### src/rtl/mem_access_stage.sv
// MEM-stage data memory: word/byte loads and stores with a fixed
// multi-cycle latency, upstream stall, and sticky illegal-access capture.
module mem_access_stage #(
  parameter int DEPTH   = 128,
  parameter int LATENCY = 2
) (
  input  logic        clk,
  input  logic        rst,
  input  logic        MemRead,
  input  logic        MemWrite,
  input  logic        ByteOp,
  input  logic [15:0] Address,
  input  logic [15:0] StoreData,
  input  logic [31:0] ALUResultIn,
  output logic [31:0] ResultOut,
  output logic        Stall,
  output logic        Done,
  output logic        Fault,
  output logic [15:0] FaultAddr
);

  localparam int AW = $clog2(DEPTH);
  localparam logic [16:0] LIMIT = 17'(2 * DEPTH);
  localparam logic [3:0] CNT_INIT = 4'(LATENCY - 1);

  typedef enum logic [1:0] {
    IDLE,
    BUSY,
    DONE
  } state_t;

  state_t state, state_nx;
  logic [3:0] cnt, cnt_nx;

  logic        op_read;
  logic        op_byte;
  logic [AW:0] op_addr;
  logic [15:0] op_data;
  logic [15:0] rdata;

  logic [15:0] mem [DEPTH];

  logic req, illegal, accept, bad, finish;
  logic c_read, c_byte;
  logic [AW:0] c_addr;
  logic [15:0] c_data;
  logic [AW-1:0] c_idx;
  logic [15:0] old_word, new_word, load_val;
  logic [7:0] rbyte;

  assign req     = MemRead | MemWrite;
  assign illegal = (MemRead & MemWrite)
                 | (~ByteOp & Address[0])
                 | ({1'b0, Address} >= LIMIT);
  assign accept  = (state == IDLE) & req & ~illegal;
  assign bad     = (state == IDLE) & req & illegal;
  assign finish  = (accept && (LATENCY == 1))
                 || ((state == BUSY) && (cnt <= 4'd1));

  // With LATENCY = 1 the commit happens on the acceptance edge,
  // so the access operands come straight from the inputs.
  assign c_read = (state == IDLE) ? MemRead : op_read;
  assign c_byte = (state == IDLE) ? ByteOp : op_byte;
  assign c_addr = (state == IDLE) ? Address[AW:0] : op_addr;
  assign c_data = (state == IDLE) ? StoreData : op_data;
  assign c_idx  = c_addr[AW:1];

  assign old_word = mem[c_idx];
  assign rbyte    = c_addr[0] ? old_word[15:8] : old_word[7:0];

  always_comb begin
    new_word = c_data;
    load_val = old_word;
    if (c_byte) begin
      load_val = {{8{rbyte[7]}}, rbyte};
      if (c_addr[0]) new_word = {c_data[7:0], old_word[7:0]};
      else           new_word = {old_word[15:8], c_data[7:0]};
    end
  end

  always_comb begin
    state_nx = state;
    cnt_nx   = cnt;
    unique case (state)
      IDLE: begin
        if (accept) begin
          cnt_nx   = CNT_INIT;
          state_nx = (LATENCY == 1) ? DONE : BUSY;
        end
      end
      BUSY: begin
        cnt_nx = cnt - 4'd1;
        if (finish) state_nx = DONE;
      end
      DONE:    state_nx = IDLE;
      default: state_nx = IDLE;
    endcase
  end

  assign Stall = rst & (accept | (state == BUSY));
  assign Done  = rst & (state == DONE);
  assign ResultOut = ((state == DONE) && op_read) ?
                     {16'h0000, rdata} : ALUResultIn;

  always_ff @(posedge clk or negedge rst) begin
    if (!rst) begin
      state     <= IDLE;
      cnt       <= '0;
      op_read   <= 1'b0;
      op_byte   <= 1'b0;
      op_addr   <= '0;
      op_data   <= '0;
      rdata     <= '0;
      Fault     <= 1'b0;
      FaultAddr <= '0;
    end else begin
      state <= state_nx;
      cnt   <= cnt_nx;
      if (accept) begin
        op_read <= MemRead;
        op_byte <= ByteOp;
        op_addr <= Address[AW:0];
        op_data <= StoreData;
      end
      if (finish && c_read) rdata <= load_val;
      if (bad) begin
        Fault <= 1'b1;
        if (!Fault) FaultAddr <= Address;
      end
    end
  end

  always_ff @(posedge clk or negedge rst) begin
    if (!rst) begin
      for (int i = 0; i < DEPTH; i++) mem[i] <= '0;
    end else if (finish && !c_read) begin
      mem[c_idx] <= new_word;
    end
  end

endmodule

### config.mk
export PLATFORM = sky130hd
export DESIGN_NAME = mem_access_stage
export DESIGN_NICKNAME = d
export VERILOG_FILES = /design/src/rtl/mem_access_stage.sv
export SDC_FILE = /design/constraint.sdc
export NUM_CORES = 2
export LEC_CHECK = 0
export ABC_CLOCK_PERIOD_IN_PS = 3780
export CORE_UTILIZATION = 45
export DETAILED_ROUTE_END_ITERATION = 16
export PLACE_DENSITY_LB_ADDON = 0.1
export REMOVE_ABC_BUFFERS = 1
export SLEW_MARGIN = 20
export SYNTH_ARGS = -nofsm -noshare
export SYNTH_HDL_FRONTEND = slang
export SYNTH_SLANG_ARGS = --single-unit
### constraint.sdc
create_clock -name clk -period 3.78 [get_ports clk]
set_clock_uncertainty 0.05 [all_clocks]
set_input_delay 0.756 -clock clk [delete_from_list [all_inputs] [get_ports clk]]
set_output_delay 0.756 -clock clk [all_outputs]
set_load 0.01 [all_outputs]
==> flow_summary.ini <==
[flow_run]
max-cap-violations = 0

[drt]
drt-initial-drc-count = 7465
routedWlPerCell_um = 27.2
first_pass_iters = 8
detail-route-antenna-nets = 0
post-route-drc-count = 0
detail_route.vias_per_cell = 5.97
routed-via-count = 74700
totalWireLength_um = 340000

[pwr]
seq_power_share = 0.460
p_comb_frac = 0.079
power_density_nw_per_um2 = 435
power_switching_share = 0.245
vdd.ir_drop.worst_uv = 485
total_power_mw = 49.4
p_int_mw = 37.3
clock_power_share = 0.461
power.leakage_nw = 50.0
power.switching_mw = 12.1

[clock_tree]
max_clock_buf_depth = 3
tritoncts_num_sinks = 2113
cts_htree_levels = 4
clock_slew_at_the_register_clock_pins_of_the_worst_setup_and_hold_paths_ns = 0.06
clock_latency_ns = 0.88
tritoncts = yes
clock_buffer_count_from_cts = 223
clk_root_buffer_cell = clkbuf_16

[logic_synthesis]
post_synth_inst_count = 9170
cell_area_synth_sq_um = 90200
ys_types = 76
yosys_warnings = 0
edff_count_synth = 0
synthFlopType = dfrtp_1
yosys_register_bits = 2113
ys_seq_area_frac = 0.586
synth.avg_cell_area_sq_um = 9.84
async_flop_share = 1.00

[global_routing]
track_usage = 0.318
initial_antenna_violation_count = 11
maximum_number_of_pins_on_one_net_before_global_route_repair = 195
grt_pass1_wl_um = 483000
grt_overflow_total = 0
vias_in_the_first_global_route = 72500

[final_layout]
fin_area_sq_um = 114000
multiInputGateArea_sq_um = 34900
post_route_cells_drive_above_1_share = 0.182
seq_area_sq_um = 52900
flow.area_growth_from_synthesis_pct = 25.9
final-instance-count-excl-fill = 12500
layout_net_count = 9761
fillers = 17100

[sta]
setup-violations-final = 2096
final_critical_path_setup_slack_ns = -0.593
worst_max_slew_margin_expressed_relative_to_the_limit = 0.263
max_clock_freq_mhz = 229
hold_violations = 0
hold-worst-slack_ns = 0.355
report.final.slew_viol_count = 0
grt_setup_unrepaired = true
finalCriticalPeriod_ns = 4.37
fin_tns_setup_ns = -772.87
worst-slew-pin-transition_ns = 1.10
portion_of_the_clock_cycle_consumed_by_the_worst_path_in_the_final_layout = 1.16

[critical_path]
worst_ep_required_time_ns = 4.51
worstPathMaxFanout = 21
start_kind = register
timing.critical_path.max_delay_family = buffers and inverters
critPathCaptureType = register
critical_path.most_common_cell = buf_4
worstPathCellList = buf_4 > clkbuf_16 > or4b_4 > o31ai_4 > clkbuf_16 > buf_12 > buf_4 > a22o_1 > a221oi_1 > o22ai_1 > buf_4 > o41ai_1 > buf_4 > and4_4 > o221a_4 > buf_12 > clkbuf_16 > o21ai_0
cp_slowest_cell = or4b_4
crit_type = register to register
slowest_delay_ns = 0.52
worst-path-buf-inv = 9
worstPathArrival_ns = 5.10

[place]
placed_cells_incl_taps = 12000
routabilityCongestion = 0.990
portBuffers = 119
placement.cell_area_sq_um = 102000
dpl.hpwl_um = 215000

[floorplan]
initial_core_util = 0.455
dieArea_sq_um = 202000
site_rows = 163
pin_count = 120
die_h_um = 450
die_x_um = 450
placeableCoreArea_sq_um = 198000

[min_path]
min_path_type = input port to asynchronous set/reset pin

[status]
violated_checks = setup timing
status = finished, violations left
## cells by family after synthesis
kind of cell | synth area share
adders and majority gates | 0.000277
and+or+nand+nor | 0.106
DFF | 0.586
buffers and inverters | 0.0433
muxes | 0.0340
AOI/OAI and AO/OA | 0.230
xor gates and xnor gates | 0.0000971
## final cells by class
type | instances | share of cell area
clock buffers | 342 | 0.0595
inverters | 6 | 0.000198
clock inverters | 72 | 0.00767
repair buffers | 1222 | 0.131
flip-flops and latches | 2113 | 0.466
well taps | 2640 | 0.0291
diodes | 7 | 0.000154
multi-input cells | 6124 | 0.307
## path summary, 6_finish.rpt
kind,start,end,slack (ns),cells after the start
max,state[0],mem[1208],-0.59,18
min,rst,mem[844],0.35,2
max reg2reg,state[0],mem[1208],-0.59,18
min reg2reg,mem[539],mem[539],0.42,2
max in group asynchronous,rst,mem[1097],1.30,4
min in group clk,mem[539],mem[539],0.42,2
## synth_stat cells, drive strengths merged, types with 15 or more instances
cell type	instances	share of area
clkbuf	700	0.030
mux2i	168	0.019
nand3	31	0.0017
a21oi	59	0.0033
dfrtp	2113	0.59
nand2b	18	0.0012
mux4	26	0.0065
o21ai	2174	0.12
nor2	76	0.0032
a221oi	319	0.031
a41oi	15	0.0015
a22o	294	0.029
buf	228	0.013
nand2	2221	0.092
mux2	70	0.0087
a22oi	111	0.0092
o41ai	35	0.0034
o22ai	263	0.018
a222oi	39	0.0043
and2	28	0.0019
## placed cells by master, fill, tap and decap left out, types with 31 or more instances in the layout
| cell type | synthesis | routed |
|---|---|---|
| clkbuf_1 | 664 | 53 |
| nor2_1 | 75 | 67 |
| a221oi_2 | 0 | 43 |
| mux2i_1 | 167 | 164 |
| a222oi_1 | 39 | 39 |
| mux2_2 | 70 | 69 |
| a221oi_1 | 319 | 275 |
| o21ai_0 | 1817 | 1686 |
| clkinv_2 | 0 | 40 |
| o21ai_2 | 1 | 72 |
| clkdlybuf4s50_1 | 0 | 118 |
| buf_4 | 27 | 683 |
| nand2_1 | 2220 | 2211 |
| nand3_1 | 31 | 31 |
| a21oi_1 | 59 | 59 |
| o21ai_1 | 356 | 397 |
| dfrtp_1 | 2113 | 2112 |
| o22ai_1 | 263 | 246 |
| clkbuf_8 | 0 | 60 |
| a22oi_1 | 111 | 111 |
| a22o_1 | 294 | 294 |
| clkbuf_16 | 0 | 266 |
| buf_12 | 0 | 321 |
## layer usage
layer  global-route usage  share of wire  vias to the layer above  routed length [um]
met5                    0       0.000056                        -                  19
met4                0.173          0.066                        2               22500
met3               0.0535          0.074                      722               25200
met2                0.484           0.45                     2778              152000
met1                0.435           0.41                    37500              141000
li1                     -              -                    33700                   -
## state kept, by name, indices dropped and copies added (netlist names)
signal	count
cnt	4
op_read	1
op_byte	1
state	2
FaultAddr	16
rdata	16
mem	2048
Fault	1
op_data	16
op_addr	8
## through the flow
stage	utilization	setup slack, ns
2_1_floorplan	-	-24.15
3_3_place_gp	0.517	-1.69
3_5_place_dp	0.517	-1.76
4_1_cts	0.559	-0.466
5_1_grt	0.573	-0.681
6_report	0.573	-0.593
## repair_timing
item	CTS	global route
hold buffers	1	0
endpoints found under the setup margin	2081	2097
pin swaps	24	85
resized for setup	103	317
hold endpoints to repair	37	0
gates cloned	6	47
setup buffers	22	51
## power groups by stage
stage | sequential, mW | combinational, mW | clock [mW]
global route | 22.7 | 4.06 | 23.9
detailed placement | 23.1 | 3.28 | 0
finish | 22.7 | 3.92 | 22.8
global placement | 23.1 | 3.25 | 0
floorplan | 23.1 | 0.867 | 0
CTS | 22.7 | 3.41 | 23.0
(Power assumes the default switching activity.)
